[config.mk]
export PLATFORM = sky130hd
export DESIGN_NAME = pipe_stage_skid
export DESIGN_NICKNAME = d
export VERILOG_FILES = /design/src/rtl/pipe_stage_skid_pkg.sv /design/src/rtl/pipe_stage_skid_sat_counter.sv /design/src/rtl/pipe_stage_skid.sv
export SDC_FILE = /design/constraint.sdc
export NUM_CORES = 1
export LEC_CHECK = 0
export CELL_PAD_IN_SITES_DETAIL_PLACEMENT = 0
export CELL_PAD_IN_SITES_GLOBAL_PLACEMENT = 1
export CORE_AREA = 2 2 99 101
export CTS_BUF_LIST = sky130_fd_sc_hd__clkbuf_4
export DETAILED_ROUTE_END_ITERATION = 6
export DIE_AREA = 0 0 101 103
export GPL_ROUTABILITY_DRIVEN = 0
export PLACE_DENSITY_LB_ADDON = 0.1
export SLEW_MARGIN = 20
export SYNTH_ARGS = -nofsm -noshare
export SYNTH_HDL_FRONTEND = slang
export SYNTH_HIERARCHICAL = 1
export SYNTH_SLANG_ARGS = --single-unit
[constraint.sdc]
create_clock -name cpu_clk_50M -period 4.4 [get_ports cpu_clk_50M]
set_input_delay 0.88 -clock cpu_clk_50M [delete_from_list [all_inputs] [get_ports cpu_clk_50M]]
set_output_delay 0.88 -clock cpu_clk_50M [all_outputs]
set_load 0.005 [all_outputs]
[src/rtl/pipe_stage_skid_pkg.sv]
// Shared types for the generic inter-stage pipeline register: occupancy
// encoding and default counter width.
package pipe_stage_skid_pkg;

   typedef enum logic [1:0] {
      OCC_EMPTY = 2'd0,
      OCC_ONE   = 2'd1,
      OCC_TWO   = 2'd2
   } occ_e;

   localparam int STALL_CNTW_DEFAULT = 16;

   function automatic logic occ_full(input occ_e o);
      return (o == OCC_TWO);
   endfunction

endpackage

[src/rtl/pipe_stage_skid_sat_counter.sv]
// Saturating up-counter with synchronous clear; shared by the perf counters.
module sat_counter #(
   parameter int W = 16
) (
   input  logic         cpu_clk_50M,
   input  logic         clear,
   input  logic         enable,
   output logic [W-1:0] count
);

   always_ff @(posedge cpu_clk_50M) begin
      if (clear)
         count <= '0;
      else if (enable && (count != {W{1'b1}}))
         count <= count + 1'b1;
   end

endmodule

[src/rtl/pipe_stage_skid.sv]
// Parametrised pipeline stage register with valid/ready handshake, flush,
// optional 2-entry skid buffer and a saturating stall counter.
module pipe_stage_skid
   import pipe_stage_skid_pkg::*;
#(
   parameter int            DW      = 32,
   parameter logic [DW-1:0] RST_VAL = '0,
   parameter int            SKID    = 1,
   parameter int            CNTW    = STALL_CNTW_DEFAULT
) (
   input  logic            cpu_clk_50M,
   input  logic            cpu_rst,
   input  logic            flush,
   input  logic            in_valid,
   output logic            in_ready,
   input  logic [DW-1:0]   in_data,
   output logic            out_valid,
   input  logic            out_ready,
   output logic [DW-1:0]   out_data,
   output logic [1:0]      occ,
   output logic [CNTW-1:0] stall_cycles
);

   occ_e          occ_q, occ_nxt;
   logic [DW-1:0] main_q, main_nxt;
   logic [DW-1:0] skid_q, skid_nxt;
   logic          accept, drain;

   assign out_valid = (occ_q != OCC_EMPTY);
   assign out_data  = (occ_q == OCC_EMPTY) ? RST_VAL : main_q;
   assign occ       = occ_q;
   assign accept    = in_valid && in_ready;
   assign drain     = out_valid && out_ready;

   // Main entry always feeds the output; skid only fills when main is stalled.
   always_comb begin
      occ_nxt  = occ_q;
      main_nxt = main_q;
      skid_nxt = skid_q;
      case (occ_q)
         OCC_EMPTY: begin
            if (accept) begin
               main_nxt = in_data;
               occ_nxt  = OCC_ONE;
            end
         end
         OCC_ONE: begin
            if (accept && drain) begin
               main_nxt = in_data;
            end else if (drain) begin
               occ_nxt = OCC_EMPTY;
            end else if (accept && (SKID != 0)) begin
               skid_nxt = in_data;
               occ_nxt  = OCC_TWO;
            end
         end
         OCC_TWO: begin
            if (drain) begin
               main_nxt = skid_q;
               occ_nxt  = OCC_ONE;
            end
         end
         default: occ_nxt = OCC_EMPTY;
      endcase
      if (flush) begin
         occ_nxt  = OCC_EMPTY;
         main_nxt = RST_VAL;
      end
   end

   always_ff @(posedge cpu_clk_50M) begin
      if (cpu_rst) begin
         occ_q  <= OCC_EMPTY;
         main_q <= RST_VAL;
      end else begin
         occ_q  <= occ_nxt;
         main_q <= main_nxt;
      end
   end

   always_ff @(posedge cpu_clk_50M) begin
      skid_q <= skid_nxt;
   end

   // Skid variant registers in_ready so no combinational path from out_ready.
   generate
      if (SKID != 0) begin : g_skid
         logic in_ready_q;
         always_ff @(posedge cpu_clk_50M) begin
            if (cpu_rst)
               in_ready_q <= 1'b1;
            else
               in_ready_q <= !occ_full(occ_nxt);
         end
         assign in_ready = in_ready_q;
      end else begin : g_noskid
         assign in_ready = !out_valid || out_ready;
      end
   endgenerate

   sat_counter #(
      .W(CNTW)
   ) u_stall_cnt (
      .cpu_clk_50M(cpu_clk_50M),
      .clear      (cpu_rst),
      .enable     (out_valid && !out_ready),
      .count      (stall_cycles)
   );

endmodule

==> Implementation_results.wiki <==
{| class="wikitable"
! Metric !! Value
|-
| Result of the run || complete, no violations
|-
| Flip-flop and latch count after synthesis || 83
|-
| Clock tree from TritonCTS || built
|-
| Worst-margin pin slew || 0.808 ns
|-
| Total I/O pin count || 89
|-
| Most frequent standard cell in the layout excluding fill and tap cells || clkdlybuf4s50_1
|-
| Layout area overhead || 32.5%
|-
| Gate Count Post-Synth || 330
|-
| First-iteration detailed-routing DRC count || 72
|-
| GRT Util Overall || 15.6%
|-
| Max Buffers Root-to-Sink || 2
|-
| Class of the most critical hold timing path || flop to flop
|-
| Slowest cell delay on critical path || 0.71 ns
|-
| Clock slew at reported path FFs || 0.13 ns
|-
| Most frequent cells in the layout || 88 x clkdlybuf4s50_1, 51 x dfxtp_1, 42 x a21oi_1
|-
| Cell row count || 36
|-
| Sequence of cells on the critical path || nor2_4, nor2b_1, clkdlybuf4s50_1
|-
| Cell with the biggest individual delay on the critical path || nor2_4
|-
| Share of flip-flops with an asynchronous set or reset after synthesis || 0%
|-
| Root buf cell || clkbuf_4
|-
| Number of vias per cell || 5.18
|-
| Critical path fanouts, max || 34
|-
| Mean instance size in the synthesized netlist || 10.8 µm²
|-
| DRC Markers || 0
|-
| Final min period || 3.14 ns
|-
| Maxcap violations || 0
|-
| Critical path required time || 3.52 ns
|-
| Critical path capture point type || primary output
|-
| Arrival time of the worst setup path || 2.26 ns
|-
| Total setup buffers inserted after CTS || 0
|-
| Library cells used by synthesis || 42
|-
| Kind of cell adding the most delay to the critical path || simple AND/OR/NAND/NOR gates
|-
| Final Util || 50.1%
|-
| Setup Viol. Count Final || 0
|-
| Vias || 2754
|-
| Post-CTS Resized || 0
|-
| Antenna diodes || 0
|-
| Number of antenna violations at the first check in global routing || 0
|-
| Number of CTS-inserted buffers || 9
|-
| Mean routed wirelength per cell || 15.1 µm
|-
| Die Ht || 103 µm
|-
| Kind of start point of the critical path || flop
|-
| Max Transition Viols Final || 0
|-
| Number of buffers added on ports || 88
|-
| Final #Nets || 451
|-
| R2R Path Start || occ[1]
|-
| Gr ovfl total || 0
|-
| Post-synthesis sequential area ratio || 55.4%
|-
| Via count of the first global-routing pass || 2510
|-
| Final WL || 8060 µm
|-
| Die span in x || 101 µm
|-
| Initial Util || 37.8%
|-
| Startpoint of the lowest-slack hold path || main_q[21]
|-
| Die Area || 0.0104 mm²
|-
| Largest net degree at the start of global routing || 35
|-
| Post-Syn Nets || 368
|-
| Total negative setup slack || 0 ns
|-
| Number of clock sinks || 83
|-
| Global-route wire length before repair || 12700 µm
|-
| Clock skew after layout || 0.0180 ns
|-
| Count of H-tree levels built during CTS || 3
|-
| Final Cycle Share || 71.4%
|-
| Worst-skew pair later-pin latency || 0.42 ns
|-
| Total count of hold-check failures in the final report || 0
|-
| Leak || 1.78 nW
|-
| Setup Crit Path Kind || flop to primary output
|-
| Number of detailed-routing iterations run before antenna repair || 5
|-
| Crit path from || occ[1]
|-
| Buffers plus inverters on the worst setup path || 1
|-
| Number of enable flip-flop cells after synthesis || 32
|-
| Cts-stage hold buffer count || 0
|-
| Highest clock frequency the design can meet || 0.318 GHz
|-
| Antenna-violating nets left || 0
|-
| Core area || 0.00946 mm²
|-
| Leading register cell type out of synthesis || dfxtp_1
|-
| Mapped Area || 0.00358 mm²
|-
| Post-detailed-placement half-perimeter wirelength || 5260 µm
|-
| VDD IR-drop max || 0.000160 V
|-
| Pwr dens || 321 mW/mm²
|-
| Ys Warns || 6
|-
| RSZ-0062 raised after global routing || no
|-
| Slew margin rel. || 45.8%
|-
| Fraction of final layout cells with drive strength greater than 1 || 7.66%
|}
## per-stage QoR
stage	total power (W)	instance area (µm²)	worst slack (ns)	hold slack, ns	std cells
after floorplan	0.000903	3580	0.385	0.482	330
after global placement	0.000964	4540	1.40	0.497	516
after detailed placement	0.000966	4540	1.39	0.503	516
after CTS	0.00154	4730	1.20	0.522	532
after global routing	0.00158	4740	1.08	0.544	532
final	0.00152	4740	1.26	0.522	532
## final timing paths
kind                           end  slack [ns]  cells after the start
max reg2reg  u_stall_cnt/count[11]        1.90                      5
min                     main_q[21]        0.52                      2
min reg2reg             main_q[21]        0.52                      2
max                    out_data[5]        1.26                      3
## routing by layer
metal	vias to the layer above	part of all wire [%]	global-route usage (%)
li1	1377	-	-
met1	1293	50	22.0
met2	74	44	23.5
met3	10	4.2	3.25
met4	0	1.5	6.24
met5	-	0	0
## sequential cells by signal, indices dropped and copies added (netlist names)
name               count
main_q                32
skid_q                32
u_stall_cnt/count     16
occ                    2
in_ready               1
## Yosys cell counts (3+ instances only)
library cell	count	area, µm²
nand3_1	6	30.0
inv_1	4	15.0
o21ai_0	8	40.0
and4_1	3	26.3
or4_1	7	52.6
nor2b_1	35	219
clkbuf_1	8	30.0
edfxtp_1	32	961
o21ai_1	28	140
a21oi_1	42	210
o31ai_1	6	45.0
nand2_1	8	30.0
mux2i_1	34	340
buf_6	3	33.8
dfxtp_1	51	1020
nor2_1	10	37.5
buf_2	9	45.0
or3_1	3	18.8
nand4_1	3	18.8
nor3_1	4	20.0
## cell type report
| class | instances | area [µm²] |
|---|---|---|
| clock buffer | 11 | 82.6 |
| clock inverter | 5 | 110 |
| fill | 901 | 4720 |
| inverter | 5 | 18.8 |
| multi-input combinational | 221 | 1490 |
| sequential | 83 | 1980 |
| tap | 114 | 143 |
| timing repair buffer | 93 | 918 |
## cells by family (layout without fill, tap and decap cells)
family / Yosys count / in the layout / synth area share (%)
and+or+nand+nor: 92 / 92 / 16.1
AOI/OAI and AO/OA: 91 / 91 / 14.2
DFF: 83 / 83 / 55.4
muxes: 35 / 35 / 9.83
buffers and inverters: 26 / 114 / 3.67
xor gates and xnor gates: 2 / 2 / 0.490
adders and majority gates: 1 / 1 / 0.350
## where the power goes
group / total (W) / leakage, nW / internal (W) / switching [W]
Sequential: 0.000826 / 0.704 / 0.000817 / 0.00000935
Combinational: 0.000122 / 0.976 / 0.0000634 / 0.0000581
Clock: 0.000572 / 0.103 / 0.000306 / 0.000266
Total: 0.00152 / 1.78 / 0.00119 / 0.000333
## worst min-delay path: stages, from the launching register on
cell,delay [ns]
dfxtp_1,0.33
o21ai_1,0.12
a21oi_1,0.04
No activity file was read; power rests on OpenSTA's default activity.
